<file path="src/rtl/instruction_fetch.sv">
// -----------------------------------------------------------------------------
// instruction_fetch
//
// Fetch stage between the program counter and decode. Issues one instruction
// memory read per PC value, holds the returned word until decode accepts it,
// and steers the PC count/load controls. Redirects (branch/jump/trap) flush the
// held instruction and discard any read still in flight. Only one memory
// request is outstanding at a time; there is no prefetch buffer.
//
// Ports:
//   clk             in   clock, all state on rising edge
//   reset           in   asynchronous active-low reset
//   pc              in   current PC from the program counter
//   pc_count        out  advance PC by 4 at next edge (comb)
//   pc_load         out  load PC with pc_value at next edge (comb)
//   pc_value        out  redirect target forwarded to the PC (comb)
//   redirect        in   single-cycle redirect request from execute
//   redirect_target in   new PC, valid while redirect=1
//   mem_read        out  registered read request
//   mem_addr        out  registered read address, stable while mem_read=1
//   mem_ready       in   memory completes the read this cycle
//   mem_rdata       in   read data, valid with mem_ready
//   instr_valid     out  registered; instr/instr_pc valid for decode
//   instr_ready     in   decode accepts instr this cycle
//   instr           out  held instruction word (NOP_INSTR when flushed/reset)
//   instr_pc        out  address instr was fetched from
// -----------------------------------------------------------------------------
module instruction_fetch #(
   parameter logic [31:0] NOP_INSTR = 32'h00000013
) (
   input  logic        clk,
   input  logic        reset,
   input  logic [31:0] pc,
   output logic        pc_count,
   output logic        pc_load,
   output logic [31:0] pc_value,
   input  logic        redirect,
   input  logic [31:0] redirect_target,
   output logic        mem_read,
   output logic [31:0] mem_addr,
   input  logic        mem_ready,
   input  logic [31:0] mem_rdata,
   output logic        instr_valid,
   input  logic        instr_ready,
   output logic [31:0] instr,
   output logic [31:0] instr_pc
);

   typedef enum logic [1:0] {
      StIdle = 2'd0,
      StReq  = 2'd1,
      StHold = 2'd2,
      StDrop = 2'd3
   } state_e;

   state_e      r_state;
   logic        r_mem_read;
   logic [31:0] r_mem_addr;
   logic        r_instr_valid;
   logic [31:0] r_instr;
   logic [31:0] r_instr_pc;
   logic        w_in_req;

   always_ff @(posedge clk or negedge reset) begin
      if (!reset) begin
         r_state       <= StIdle;
         r_mem_read    <= 1'b0;
         r_mem_addr    <= 32'h0;
         r_instr_valid <= 1'b0;
         r_instr       <= NOP_INSTR;
         r_instr_pc    <= 32'h0;
      end else begin
         unique case (r_state)
            StIdle: begin
               // On a redirect the PC only holds the target after this edge,
               // so wait one cycle before issuing the read.
               if (!redirect) begin
                  r_mem_read <= 1'b1;
                  r_mem_addr <= pc;
                  r_state    <= StReq;
               end
            end
            StReq: begin
               if (mem_ready) begin
                  r_mem_read <= 1'b0;
                  if (!redirect) begin
                     r_instr       <= mem_rdata;
                     r_instr_pc    <= r_mem_addr;
                     r_instr_valid <= 1'b1;
                     r_state       <= StHold;
                  end else begin
                     r_state <= StIdle;
                  end
               end else if (redirect) begin
                  // Read still outstanding: keep the request up and drain it.
                  r_state <= StDrop;
               end
            end
            StHold: begin
               if (redirect) begin
                  r_instr_valid <= 1'b0;
                  r_instr       <= NOP_INSTR;
                  r_state       <= StIdle;
               end else if (instr_ready) begin
                  // pc already advanced when this word returned.
                  r_instr_valid <= 1'b0;
                  r_mem_read    <= 1'b1;
                  r_mem_addr    <= pc;
                  r_state       <= StReq;
               end
            end
            StDrop: begin
               // Further redirects here only reload the PC; last one wins.
               if (mem_ready) begin
                  r_mem_read <= 1'b0;
                  r_state    <= StIdle;
               end
            end
            default: begin
               r_state <= StIdle;
            end
         endcase
      end
   end

   assign w_in_req = (r_state == StReq);

   // Redirect has priority, so count and load are never both asserted.
   assign pc_count    = w_in_req & mem_ready & ~redirect;
   assign pc_load     = redirect & reset;
   assign pc_value    = redirect_target;

   assign mem_read    = r_mem_read;
   assign mem_addr    = r_mem_addr;
   assign instr_valid = r_instr_valid;
   assign instr       = r_instr;
   assign instr_pc    = r_instr_pc;

endmodule

</file>
<file path="config.mk">
export PLATFORM = sky130hd
export DESIGN_NAME = instruction_fetch
export DESIGN_NICKNAME = d
export VERILOG_FILES = /design/src/rtl/instruction_fetch.sv
export SDC_FILE = /design/constraint.sdc
export NUM_CORES = 1
export LEC_CHECK = 0
export ABC_AREA = 1
export BUFFER_PORTS_ARGS = -buffer_cell sky130_fd_sc_hd__buf_2
export CORE_MARGIN = 1
export CORE_UTILIZATION = 28
export CTS_BUF_LIST = sky130_fd_sc_hd__clkbuf_2 sky130_fd_sc_hd__clkbuf_4 sky130_fd_sc_hd__clkbuf_8
export DETAILED_ROUTE_END_ITERATION = 6
export PLACE_DENSITY = 0.52
export REMOVE_ABC_BUFFERS = 1
export SLEW_MARGIN = 0
export SYNTH_ARGS = -nofsm -noshare
export SYNTH_HDL_FRONTEND = slang
export SYNTH_SLANG_ARGS = --single-unit
</file>
<file path="constraint.sdc">
create_clock -name clk -period 1.7 [get_ports clk]
set_input_delay 0 -clock clk [delete_from_list [all_inputs] [get_ports clk]]
set_output_delay 0 -clock clk [all_outputs]
set_load 0.05 [all_outputs]
</file>
==> results of run 1 <==
[logic make-up (layout without fill, tap and decap cells)]
kind of cell / count (synthesis) / count (layout) / synth area share (%)
and+or+nand+nor: 262 / 262 / 25.2
AOI/OAI and AO/OA: 48 / 48 / 6.09
DFF: 100 / 100 / 56.2
buffers and inverters: 99 / 304 / 12.5
[layout make-up]
| class | instances | area, µm² | area share [%] |
|---|---|---|---|
| Inverter | 41 | 156 | 2.52 |
| Clock inverter | 5 | 82.6 | 1.33 |
| Clock buffer | 11 | 145 | 2.34 |
| Timing Repair Buffer | 247 | 1650 | 26.6 |
| Multi-Input combinational cell | 310 | 1400 | 22.6 |
| Tap cell | 211 | 264 | 4.25 |
| Sequential cell | 100 | 2510 | 40.4 |
[synthesized netlist by cell type, types with 4 or more instances]
cell | instances | area, µm²
dfrtp_1 | 97 | 2430
inv_2 | 5 | 18.8
buf_4 | 39 | 293
clkbuf_1 | 4 | 15.0
o21ai_0 | 4 | 20.0
inv_1 | 36 | 135
nand2_1 | 207 | 777
buf_2 | 12 | 60.1
nor2_1 | 11 | 41.3
nand3b_1 | 29 | 218
a21oi_1 | 10 | 50.1
nand3_1 | 8 | 40.0
o21ai_1 | 29 | 145
[report_power, final]
group / switching [mW] / total (mW) / internal [mW] / leakage [nW]
clock network: 0.859 / 1.75 / 0.895 / 0.118
logic: 5.97 / 7.83 / 1.86 / 2.13
registers: 0.675 / 4.18 / 3.51 / 1.23
[repair_timing]
item	in CTS	in global routing
hold buffers	66	0
endpoints found under the hold margin	167	0
gates resized for setup	1	3
endpoints found under the setup margin	1	1
[worst max-delay path, stage by stage (launching register included)]
cell and delay, ns:
dfrtp_1 0.46, inv_2 0.15, nand3_2 0.14, inv_4 0.16, buf_4 0.22
[final timing paths]
path	slack (ns)	to	from
max	0.18	pc_count	r_state[1]
min	0.0005	pc_value[25]	redirect_target[25]
max reg2reg	0.28	instr[29]	r_state[0]
min reg2reg	0.47	instr[28]	instr[28]
max in group asynchronous	1.02	instr_pc[8]	reset
min in group asynchronous	0.04	instr_pc[15]	reset
[registers in the layout, summed over array words and instances (netlist names)]
| name | cells |
|---|---|
| instr_valid | 1 |
| r_state | 2 |
| mem_addr | 32 |
| instr_pc | 32 |
| mem_read | 1 |
| instr | 32 |
[layer usage]
| layer | up-vias | GRT usage (%) | part of all wire [%] |
|---|---|---|---|
| li1 | 1936 | - | - |
| met1 | 1801 | 21.0 | 46 |
| met2 | 192 | 23.8 | 42 |
| met3 | 9 | 8.18 | 11 |
| met4 | 0 | 4.36 | 1.0 |
| met5 | - | 1.24 | 0 |
[through the flow]
stage	TNS (ns)	setup slack (ns)	hold slack (ns)	total power [mW]	cell area, µm²
after CTS	0	0.0136	0.000606	13.9	6210
after global routing	0	0.0573	0.000332	14.7	6210
final	0	0.179	0.000474	13.8	6210
after floorplan	-25.57	-0.398	-0.296	9.78	4060
after detailed placement	0	0.302	-0.115	12.0	5320
after global placement	0	0.323	-0.116	11.9	5320
==> qor.txt, run 1 <==
status: finished, final reports clean
CP Launch Type: flop
commonest non-fill, non-tap cell in the layout: nand2_1
Critical Path Sink Type: output pin
commonest non-fill, non-tap cells in the layout: 207 x nand2_1, 166 x buf_2, 96 x dfrtp_1
CTS tree: yes
clock tree sinks: 100
number of buffers added on ports: 168
synthesized area per cell: 8.76 µm²
Starting Density: 29.0%
Mapped Cells: 509
Post-Place Cells: 843
largest net degree at the start of global routing: 69
gr usage total: 16.3%
Synth Flop Type: dfrtp_1
Core ar.: 0.0154 mm²
die area: 0.0164 mm²
initial DRC count: 175
htree depth: 3
Worst Setup Path Type: flop to output pin
Max FO, Critical Path: 12
clock tree buffer depth: 2
vias per cell: 4.26
post-route ant nets: 0
Post-DP HPWL: 8720 µm
antenna violations before repair: 0
number of global-route vias before repair: 3966
reg2reg path depth: 6
fin. max-slew vios: 0
Worst Clk Skew: 0.00903 ns
drt first pass iters: 4
asr flop ratio synth: 100%
drt wl/cell: 13.9 µm
Worst VDD drop: 1060 µV
CTS root buf: clkbuf_8
fin crit period: 1.52 ns
Hold/Removal Path Class: input port to output pin
Yosys cell types: 22
routed wire length: 12800 µm
fmax: 657 MHz
# diodes: 0
register area share after synthesis: 56.2%
Final setup viols: 0
I/O pins: 233
Die Y: 128 µm
Yosys Warn Count: 0
fin cells: 925
flops & latches, synth: 100
FILL cells: 1569
Setup Fix Bufs, Post-CTS: 0
number of max-cap violations: 0
Nets: 810
Site Rows: 45
CTS clk-pin slew, worst paths: 0.10 ns
placer congestion estimate: 0.780
grt total ovfl: 0
Num CTS Buffers: 9
Worst-Skew Late Latency: 0.37 ns
Worst EP arrival: 1.52 ns
final hold vios: 0
pwr/cell area: 2220 mW/mm²
layout cells sized above 1: 30.3%
first-pass GRT wire length: 20500 µm
Die X: 128 µm
Hold Path Cell Cnt: 0
Mapped Area: 0.00446 mm²
unrepaired setup endpoints after global routing: no
Final period util: 89.5%
Max transition margin: 75.5%
drt drc: 0
area grow syn2layout: 39.4%
Vias: 3938
Leak: 3.48 nW
Tightest Pin Transition: 0.368 ns
Required @ worst endpoint: 1.70 ns
Post-synth EDFFs: 0
final core utilization: 40.4%
Note: power is estimated with default switching activity, not from simulation.
==> inputs of run 2 (changes only) <==
SETUP_SLACK_MARGIN = 0.4   (was default)
==> run 2 against run 1 <==
Compared with the run above:
- total power grew 4.5%
- routed wire length up 4.3%
- flip-flop and latch count did not move
- non-clock buffer count is 8 higher
- via count grew 2.2%
- sequential power is essentially flat
- die area unchanged
- sequential share of layout area decreased by 1.3 points
- hold slack about the same
- worst setup slack better by 0.098 ns
- combinational power up 7.4%
- critical path type is now flop to flop
==> qor.txt, run 2 (synthesis gave the netlist of run 1 again) <==
status: finished, final reports clean
Sw Ratio: 54.0%
Internal: 6.61 mW
CTS clk-pin slew, worst paths: 0.09 ns
Site Rows: 45
kind of cell adding the most delay to the critical path: flip-flops
Worst EP arrival: 1.69 ns
I/O pins: 233
CTS tree: yes
number of buffers added on ports: 168
post-route ant nets: 0
Worst VDD drop: 1070 µV
first-pass GRT wire length: 20700 µm
drt wl/cell: 14.3 µm
Tightest Pin Transition: 0.368 ns
unrepaired setup endpoints after global routing: yes
Logic pwr share: 58.5%
drt drc: 0
Core ar.: 0.0154 mm²
pwr/cell area: 2240 mW/mm²
antenna violations before repair: 0
final hold vios: 0
Final period util: 83.7%
Required @ worst endpoint: 1.97 ns
htree depth: 3
Final setup viols: 0
crit path cell chain: buf_6, inv_4, nand2_4, o21ai_4, nand2_4, clkbuf_16, nand2_2, nand2_1
fin cells: 933
fmax: 703 MHz
Worst-Skew Late Latency: 0.37 ns
gr usage total: 16.4%
Max FO, Critical Path: 8
final worst slack: 0.277 ns
Critical Path Max Stage Delay: 0.41 ns
clock tree buffer depth: 2
CP Launch Type: flop
Leak: 3.57 nW
Critical Path Sink Type: flop
layout cells sized above 1: 33.8%
Clock power frac: 12.2%
drt first pass iters: 4
pre-CTS setup slack: 0.302 ns
commonest non-fill, non-tap cell in the layout: nand2_1
Starting Density: 29.0%
initial DRC count: 205
Post-DP HPWL: 8720 µm
Die X: 128 µm
Post-Place Cells: 843
crit path buf inv count: 3
# diodes: 0
vias per cell: 4.31
die area: 0.0164 mm²
number of global-route vias before repair: 3976
crit-path most repeated cell: nand2_4
switching pwr: 7.77 mW
Worst Clk Skew: 0.00635 ns
largest net degree at the start of global routing: 69
area grow syn2layout: 44.1%
commonest non-fill, non-tap cells in the layout: 190 x nand2_1, 166 x buf_2, 96 x dfrtp_1
setup tns final: 0 ns
Worst Setup Path Type: flop to flop
placer congestion estimate: 0.780
grt total ovfl: 0
slowest CP cell: dfrtp_1
Sequential Power Share: 29.3%
CTS root buf: clkbuf_8
Die Y: 128 µm
fin. max-slew vios: 0
routed wire length: 13400 µm
fin crit period: 1.42 ns
clock tree sinks: 100
number of max-cap violations: 0
Nets: 818
Num CTS Buffers: 9
total power: 14.4 mW
Max transition margin: 75.4%
Hold/Removal Path Class: input port to output pin
Vias: 4025
run 2: cell types whose count changed in the layout (fill, tap and decap cells not counted), sizes merged:
cell,change
clkbuf,+2
buf,+6
run 2: cell type report:
| type | count | area (µm²) |
|---|---|---|
| Tap cell | 211 | 264 |
| Clock buffer | 11 | 145 |
| Fill cell | 1549 | 8950 |
| Inverter | 41 | 164 |
| Clock inverter | 5 | 82.6 |
| Multi-Input combinational cell | 310 | 1480 |
| Timing Repair Buffer | 255 | 1780 |
| Sequential cell | 100 | 2510 |
run 2: final timing paths:
kind / from / to / slack, ns / cells after the start
max in group asynchronous: reset / instr_pc[9] / 1.02 / 3
hold reg to reg: instr[11] / instr[11] / 0.47 / 2
hold / removal: redirect_target[25] / pc_value[25] / 0.0005 / 0
setup reg to reg: r_state[0] / instr[16] / 0.28 / 8
setup / recovery: r_state[0] / instr[16] / 0.28 / 8
min in group asynchronous: reset / instr[18] / 0.05 / 2
run 2: metrics by stage:
step,util [%],hold WS (ns),instance area (µm²)
finish,41.8,0.000474,6420
floorplan,-,-0.296,4060
global placement,34.6,-0.116,5320
global route,41.8,0.000332,6420
CTS,40.7,0.000606,6260
detailed placement,34.6,-0.115,5320
run 2: what timing repair did:
item / in CTS / in global routing
buffers inserted: 3 / 2
endpoints found under the hold margin: 167 / 0
setup endpoints to repair: 62 / 94
resized for setup: 10 / 30
gates cloned: 0 / 3
hold buffers: 66 / 0
pin swaps: 0 / 2
run 2: power by group through the flow:
stage	sequential, mW	combinational, mW	clock, mW
finish	4.21	8.41	1.76
global route	4.36	9.02	1.91
CTS	4.17	7.97	1.84
detailed placement	4.20	7.75	0
global placement	4.17	7.69	0
floorplan	7.89	1.89	0
run 2: metal layers:
layer / global-route usage, % / vias up / wire, µm
met3: 8.18 / 11 / 1530
met5: 1.24 / - / 0
li1: - / 1954 / -
met4: 4.36 / 0 / 133
met1: 21.3 / 1861 / 5950
met2: 23.9 / 199 / 5770
==> inputs of run 3 (changes only) <==
clock period = 1.4 ns   (was 1.7 ns; I/O delays follow)
==> run 3 against run 2 <==
Compared with the run above:
- the run now ends with negative hold slack, negative setup slack left
- sequential share of layout area fell by 8.1 points
- clock skew rose by 0.0066 ns
- first-iteration DRC count fell by 23%
- clock power rose by 23%
- total power rose by 53%
- via count rose by 11%
- global-route usage rose by 3.1 points
- worst setup slack got worse by 0.32 ns
- largest cell class is now buffers
==> qor.txt, run 3 (synthesis gave the netlist of run 1 again) <==
clock tree sinks: 100
Site Rows: 45
drt wl/cell: 17.2 µm
Worst Clk Skew: 0.0129 ns
Worst VDD drop: 1590 µV
Critical Path Source: r_state[0]
Starting Density: 29.0%
routed wire length: 17200 µm
Critical Path Sink Type: flop
Met2 Wirelength: 8520 µm
Worst-Skew Late Latency: 0.38 ns
# diodes: 0
RR Startpoint: r_state[0]
commonest non-fill, non-tap cells in the layout: 164 x nand2_1, 103 x buf_6, 97 x dfrtp_1
Num CTS Buffers: 9
fmax: 694 MHz
fin. max-slew vios: 0
first-pass GRT wire length: 24200 µm
layout cells sized above 1: 45.8%
final worst slack: -0.0419 ns
gr usage total: 19.5%
commonest non-fill, non-tap cell in the layout: nand2_1
fin crit period: 1.44 ns
unrepaired setup endpoints after global routing: yes
Max transition margin: 39.3%
Final setup viols: 18
Tightest Pin Transition: 0.909 ns
CP Launch Type: flop
uppermost layer routed: met4
setup tns final: -0.219 ns
htree depth: 3
Final period util: 103%
CTS clk-pin slew, worst paths: 0.11 ns
Die Y: 128 µm
Nets: 882
hold_ws: -0.110 ns
initial DRC count: 157
Hold/Removal Path Class: input port to async pin
grt total ovfl: 0
failing checks: negative hold slack, negative setup slack
clock tree buffer depth: 2
Core ar.: 0.0154 mm²
Max FO, Critical Path: 6
number of max-cap violations: 0
Post-Place Cells: 846
Required @ worst endpoint: 1.68 ns
status: finished with violations
number of global-route vias before repair: 4494
post-route ant nets: 0
antenna violations before repair: 0
area grow syn2layout: 81.8%
final hold vios: 13
met1 WL: 6800 µm
Worst EP arrival: 1.72 ns
drt first pass iters: 6
largest net degree at the start of global routing: 60
die area: 0.0164 mm²
Hold Buf Count CTS: 66
Worst Setup Path Type: flop to flop
CTS tree: yes
Vias: 4473
CTS root buf: clkbuf_8
metal3 WL: 1560 µm
Post-DP HPWL: 8720 µm
I/O pins: 233
Leak: 4.25 nW
vias per cell: 4.49
drt drc: 0
fin cells: 997
Die X: 128 µm
number of buffers added on ports: 168
pwr/cell area: 2710 mW/mm²
placer congestion estimate: 0.848
[run 3: worst paths after layout]
check                      slack [ns]           end  cells after the start
max in group asynchronous        0.63   instr_pc[8]                      3
min in group clk                    0  pc_value[25]                      0
hold reg to reg                  0.48      instr[0]                      2
hold / removal                  -0.11     instr[18]                      2
setup / recovery                -0.04  mem_addr[25]                      8
setup reg to reg                -0.04  mem_addr[25]                      8
[run 3: layer usage]
layer  GRT usage (%)  vias to the layer above
li1                -                     2088
met5            1.24                        -
met1            23.2                     2142
met4            4.57                        0
met3            8.35                       25
met2            32.4                      218
[run 3: layout make-up]
class,count,area [µm²]
Timing Repair Buffer,319,3220
Tap cell,211,264
Clock buffer,10,138
Clock inverter,6,92.6
Fill cell,1335,7270
Multi-Input combinational cell,310,1710
Inverter,41,171
Sequential cell,100,2510
[run 3: repair_timing]
action,CTS,global route
resized for setup,221,108
endpoints found under the hold margin,166,13
cloned,5,6
pin swaps,9,18
endpoints found under the setup margin,198,274
buffers inserted,36,22
[run 3: critical path, stage by stage, from the launching register on]
cell     delay [ns]
dfrtp_1        0.41
buf_6          0.15
nor2_4         0.13
o21ai_4        0.08
buf_12         0.15
buf_12         0.14
buf_16         0.14
nand2_1        0.07
o21ai_1        0.08
[run 3: per-stage QoR]
step                setup slack, ns  area (µm²)  utilization, %  power [mW]  hold WS, ns
finish                      -0.0419        8100            52.7        21.9       -0.110
global route                 -0.107        8100            52.7        23.0      -0.0658
CTS                          0.0209        7430            48.3        20.1     0.000606
detailed placement           0.0166        5370            34.9        14.6      -0.0879
global placement             0.0837        5370            34.9        14.5      -0.0932
floorplan                    -0.698        4060               -        11.9       -0.296
[run 3: where the power goes]
| group | total (mW) | switching, mW | internal, mW | leakage, nW |
|---|---|---|---|---|
| registers | 5.41 | 1.14 | 4.27 | 1.23 |
| logic | 14.4 | 8.54 | 5.83 | 2.91 |
| clock network | 2.16 | 1.10 | 1.07 | 0.110 |
